==> src/rtl/adc_pkg.sv <==
// rtl/adc_pkg.sv - shared types and constants for the R2R ladder ADC/DAC path
package adc_pkg;

    localparam int               DAC_WIDTH             = 8;
    localparam logic [7:0]       DAC_MIDSCALE          = 8'h80;
    localparam int               DEFAULT_SETTLE_CYCLES = 100;

    typedef enum logic [1:0] {
        ST_IDLE   = 2'd0,
        ST_SETTLE = 2'd1,
        ST_DECIDE = 2'd2,
        ST_DONE   = 2'd3
    } adc_state_t;

endpackage

==> src/rtl/sync_2ff.sv <==
// rtl/sync_2ff.sv - generic 1-bit two-flop synchronizer for asynchronous PMOD inputs
module sync_2ff (
    input  logic clk,
    input  logic rst,
    input  logic d,
    output logic q
);

    logic meta;

    // Two back-to-back flops give metastability a full cycle to resolve
    always_ff @(posedge clk) begin
        if (rst) begin
            meta <= 1'b0;
            q    <= 1'b0;
        end else begin
            meta <= d;
            q    <= meta;
        end
    end

endmodule

==> src/rtl/r2r_sar_adc.sv <==
// rtl/r2r_sar_adc.sv - successive-approximation ADC controller driving an R2R ladder
module r2r_sar_adc
    import adc_pkg::*;
#(
    parameter int SETTLE_CYCLES = DEFAULT_SETTLE_CYCLES,
    parameter int WIDTH         = DAC_WIDTH
) (
    input  logic             clk,
    input  logic             rst,
    input  logic             en,
    input  logic             start,
    input  logic             auto_run,
    input  logic             comp_in,
    output logic [WIDTH-1:0] dac_code,
    output logic             busy,
    output logic [WIDTH-1:0] sample,
    output logic             sample_valid
);

    localparam int               IDXW       = (WIDTH > 1) ? $clog2(WIDTH) : 1;
    localparam logic [IDXW-1:0]  IDX_TOP    = IDXW'(WIDTH - 1);
    localparam logic [WIDTH-1:0] MIDSCALE   = {1'b1, {(WIDTH-1){1'b0}}};
    localparam logic [15:0]      TIMER_LAST = 16'(SETTLE_CYCLES - 1);

    adc_state_t       state;
    logic [IDXW-1:0]  bit_idx;
    logic [15:0]      timer;
    logic             comp_s;
    logic [WIDTH-1:0] decide_code;

    sync_2ff u_comp_sync (
        .clk (clk),
        .rst (rst),
        .d   (comp_in),
        .q   (comp_s)
    );

    // Code after a decision: drop the trial bit if Vin is below the ladder, then arm the next bit
    always_comb begin
        decide_code = dac_code;
        if (!comp_s) begin
            decide_code[bit_idx] = 1'b0;
        end
        if (bit_idx != '0) begin
            decide_code[bit_idx - 1'b1] = 1'b1;
        end
    end

    // Conversion sequencer: settle each trial bit, decide it, publish the result
    always_ff @(posedge clk) begin
        if (rst) begin
            state        <= ST_IDLE;
            dac_code     <= '0;
            sample       <= '0;
            sample_valid <= 1'b0;
            busy         <= 1'b0;
            bit_idx      <= IDX_TOP;
            timer        <= '0;
        end else begin
            sample_valid <= 1'b0;
            case (state)
                ST_IDLE: begin
                    busy <= 1'b0;
                    if (en && (start || auto_run)) begin
                        dac_code <= MIDSCALE;
                        bit_idx  <= IDX_TOP;
                        timer    <= '0;
                        busy     <= 1'b1;
                        state    <= ST_SETTLE;
                    end
                end
                ST_SETTLE: begin
                    if (!en) begin
                        busy  <= 1'b0;
                        state <= ST_IDLE;
                    end else begin
                        timer <= timer + 16'd1;
                        if (timer == TIMER_LAST) begin
                            state <= ST_DECIDE;
                        end
                    end
                end
                ST_DECIDE: begin
                    if (!en) begin
                        busy  <= 1'b0;
                        state <= ST_IDLE;
                    end else if (bit_idx == '0) begin
                        dac_code     <= decide_code;
                        sample       <= decide_code;
                        sample_valid <= 1'b1;
                        state        <= ST_DONE;
                    end else begin
                        dac_code <= decide_code;
                        bit_idx  <= bit_idx - 1'b1;
                        timer    <= '0;
                        state    <= ST_SETTLE;
                    end
                end
                ST_DONE: begin
                    if (en && auto_run) begin
                        dac_code <= MIDSCALE;
                        bit_idx  <= IDX_TOP;
                        timer    <= '0;
                        state    <= ST_SETTLE;
                    end else begin
                        busy  <= 1'b0;
                        state <= ST_IDLE;
                    end
                end
                default: begin
                    busy  <= 1'b0;
                    state <= ST_IDLE;
                end
            endcase
        end
    end

endmodule

==> config.mk <==
export PLATFORM = sky130hd
export DESIGN_NAME = r2r_sar_adc
export DESIGN_NICKNAME = d
export VERILOG_FILES = /design/src/rtl/adc_pkg.sv /design/src/rtl/sync_2ff.sv /design/src/rtl/r2r_sar_adc.sv
export SDC_FILE = /design/constraint.sdc
export NUM_CORES = 1
export LEC_CHECK = 0
export ABC_AREA = 0
export BUFFER_PORTS_ARGS = -buffer_cell sky130_fd_sc_hd__buf_2
export CAP_MARGIN = 20
export CORE_UTILIZATION = 50
export DETAILED_ROUTE_END_ITERATION = 12
export GPL_ROUTABILITY_DRIVEN = 0
export GPL_TIMING_DRIVEN = 1
export PLACE_DENSITY_LB_ADDON = 0.08
export SYNTH_ARGS = -nofsm -noshare
export SYNTH_HDL_FRONTEND = slang
export SYNTH_HIERARCHICAL = 1
export SYNTH_SLANG_ARGS = --single-unit
==> constraint.sdc <==
create_clock -name clk -period 2.75 [get_ports clk]
set_input_delay 0 -clock clk [delete_from_list [all_inputs] [get_ports clk]]
set_output_delay 0 -clock clk [all_outputs]
set_load 0.02 [all_outputs]
==> results_dict.tcl <==
set metrics [dict create \
    reg2reg_to "timer[11]" \
    cp_num_cells 6 \
    wl_per_cell_um 15.6 \
    yosysUniqueCellTypes 50 \
    drt_drc_violations_left 0 \
    viasPerCell 6.24 \
    portBuffers 23 \
    final_core_util_pct 58.1 \
    critPathCapture "timer[11]" \
    worst_slew_pin_slew_ns 0.712 \
    synth-edff-count 0 \
    drtIter0Drc 133 \
    yosys.area.top_type "dfxtp_1" \
    grt-ovfl-total 0 \
    syn_area_um2 2260 \
    critPathMaxFanout 10 \
    dp_hpwl_um 3710 \
    postCtsSetupBuffers 0 \
    fin_crit_sh_pct 83.0 \
    antennaDiodeCount 0 \
    r2r-start "bit_idx[0]" \
    drv_cap 0 \
    hold_start "start" \
    coreArea_um2 4350 \
    report.final.hold_viol_count 0 \
    cts-resized-gates 0 \
    path_buf_inv 1 \
    yosys_warnings 6 \
    p_int_uw 978 \
    r2r_slack_ns 0.47 \
    synthMostInstantiatedCell "dfxtp_1" \
    holdCritPathClass "in2reg" \
    final_cells 338 \
    cts_buffer_depth 2 \
    status "completed" \
    io_pins 24 \
    rsz0062_at_grt "false" \
    cts_sinks 41 \
    seqPwrFrac_pct 45.3 \
    placed_cell_area_um2 2400 \
    grt_max_degree 30 \
    power_density_nw_per_um2 541 \
    cts-hold-fix-buffers 1 \
    cp_slowest_stage_delay_ns 0.50 \
    place_inst 329 \
    synth-seq-cells 41 \
    stdcell_area_um2 2530 \
    worst_clock_skew_ns 0.00755 \
    cts_root_buffer "clkbuf_8" \
    cpMaxStageDelayCell "dfxtp_1" \
    yosysTopAreaCellShare_pct 36.3 \
    cp_cell_sequence "inv_1, ha_1, nand3b_2, nand4_1, nor4b_1, mux2i_1" \
    setup_violations 0 \
    synthCells 265 \
    syn2layout_area_growth_pct 12.0 \
    fin_tns_setup_ns 0 \
    critical_path.startpoint_type "flop" \
    antenna_found_initial 0 \
    htreeDepth 2 \
    cp-end-kind "flop" \
    cts_tree "built" \
    clock_latency_ns 0.30 \
    crit_family "simple AND/OR/NAND/NOR gates" \
    ys_top_cells_by_count "dfxtp_1 (41), a21oi_1 (27), nand2_1 (20)" \
    start_util_pct 51.9 \
    maxSlewHeadroom_pct 52.5 \
    ir_drop_mv 0.340 \
    synth_area_per_cell_um2 8.53 \
    fin_crit_ns 2.28 \
    grt.total_usage_pct 23.0 \
    cellLeakagePower_nw 0.915 \
    arrival_ns 2.51 \
    synthFlopType "dfxtp_1" \
    drv_slew 0 \
    ant_nets 0 \
    crit_type "reg2reg" \
    numCtsBuffers 5 \
    yosysSeqAreaShare_pct 36.3 \
    required_ns 2.97 \
    drive_gt1_share_pct 13.6 \
    synth_fp_nets 279 \
    routed_wl_um 5290 \
    postSynth.asyncResetShare_pct 0 \
    ys_top_cells_by_area "dfxtp_1 (36%), a21oi_1 (6.0%), ha_1 (4.4%), o31ai_1 (3.7%), nand2_1 (3.3%)" \
    p_sw_uw 390 \
    rows 24 \
    dr_total_vias 2110 \
    fillers 394 \
    p_sw_share_pct 28.5 \
    hold_slack_ns 0.0641 \
    die_y_um 69.2 \
    reg2reg_depth 6 \
    clkPwrFrac_pct 37.1 \
    fp.dieW_um 69.2 \
    fmax_mhz 438 \
    crit_path_start "bit_idx[0]" \
    first_pass_iters 4 \
    first_global_vias 1820 \
    grt_pass1_wl_um 9000 \
    dieArea_um2 4790 \
    nets 299 \
    pwr-share-comb_pct 17.5 \
    clkTransAtPathRegs_ns 0.08 \
]
-- worst register-to-register path: stages, from the launching register on --
cell	delay [ns]
dfxtp_1	0.50
inv_1	0.21
ha_1	0.30
nand3b_2	0.22
nand4_1	0.31
nor4b_1	0.44
mux2i_1	0.24
-- layer usage --
metal / global-route usage, % / vias up / share of wire, %
met3: 4.94 / 5 / 4.9
met5: 0 / - / 0
li1: - / 1074 / -
met4: 6.80 / 0 / 0.89
met1: 35.4 / 974 / 54
met2: 31.6 / 57 / 40
-- layout by cell type, fill, tap and decap left out, types with 2 or more instances in the layout --
| master | count |
|---|---|
| mux2i_1 | 5 |
| or4_1 | 8 |
| a41o_1 | 2 |
| inv_1 | 12 |
| nand3_1 | 12 |
| nand2b_1 | 5 |
| o2111ai_1 | 6 |
| ha_1 | 8 |
| a21oi_1 | 27 |
| o211ai_1 | 7 |
| o32ai_1 | 2 |
| and2_1 | 2 |
| nand4_1 | 6 |
| dfxtp_1 | 41 |
| or3_1 | 4 |
| nor2_1 | 8 |
| o32a_1 | 2 |
| nor4_1 | 6 |
| buf_2 | 23 |
| a311oi_1 | 2 |
| buf_4 | 4 |
| a311o_1 | 4 |
| a221o_1 | 2 |
| nand2_1 | 20 |
| o21a_1 | 3 |
| nor2b_1 | 4 |
| o21ai_0 | 15 |
| clkbuf_8 | 6 |
| a21boi_0 | 3 |
| nor3b_1 | 3 |
| o31ai_1 | 11 |
-- area by class of cell --
class                           instances  area (um2)  share of cell area, %
Clock buffer                            7        86.3                   3.41
Timing Repair Buffer                   28         155                   6.13
Tap cell                               52        65.1                   2.57
Sequential cell                        41         821                   32.4
Inverter                               12        45.0                   1.78
Clock inverter                          1        30.0                   1.19
Multi-Input combinational cell        197        1330                   52.5
-- power by group through the flow --
stage / Clock (mW) / Sequential (mW) / Combinational (mW)
finish: 0.508 / 0.620 / 0.240
global route: 0.540 / 0.623 / 0.264
CTS: 0.520 / 0.620 / 0.238
detailed placement: 0 / 0.634 / 0.236
global placement: 0 / 0.634 / 0.235
floorplan: 0 / 0.637 / 0.173
-- worst min path at each step --
stage                             endpoint  slack (ns)  depth (start not counted)
after detailed placement  u_comp_sync/meta        0.22                          2
after global routing                  busy        0.09                          3
final                                 busy        0.06                          3
after floorplan           u_comp_sync/meta        0.07                          1
after global placement    u_comp_sync/meta        0.21                          2
after CTS                             busy        0.07                          3
-- sequential cells by signal, indices dropped and copies added, names as in the netlist --
name and flops:
bit_idx 3, busy 1, dac_code 8, sample 8, sample_valid 1, state 2
timer 16, u_comp_sync/meta 1, u_comp_sync/q 1
-- cells by family (layout without fill, tap and decap cells) --
group / after synthesis / in the layout / synth area share [%]
adders and majority gates: 8 / 8 / 4.43
AOI/OAI and AO/OA: 95 / 95 / 29.6
buffers and inverters: 27 / 48 / 4.93
DFF: 41 / 41 / 36.3
muxes: 5 / 5 / 2.21
and+or+nand+nor: 89 / 89 / 22.5
-- metrics by stage --
step | total power, mW | worst slack, ns
floorplan | 0.810 | 0.721
global placement | 0.869 | 0.553
detailed placement | 0.870 | 0.522
CTS | 1.38 | 0.480
global route | 1.43 | 0.255
finish | 1.37 | 0.468
Note: power is estimated with default switching activity, not from simulation.
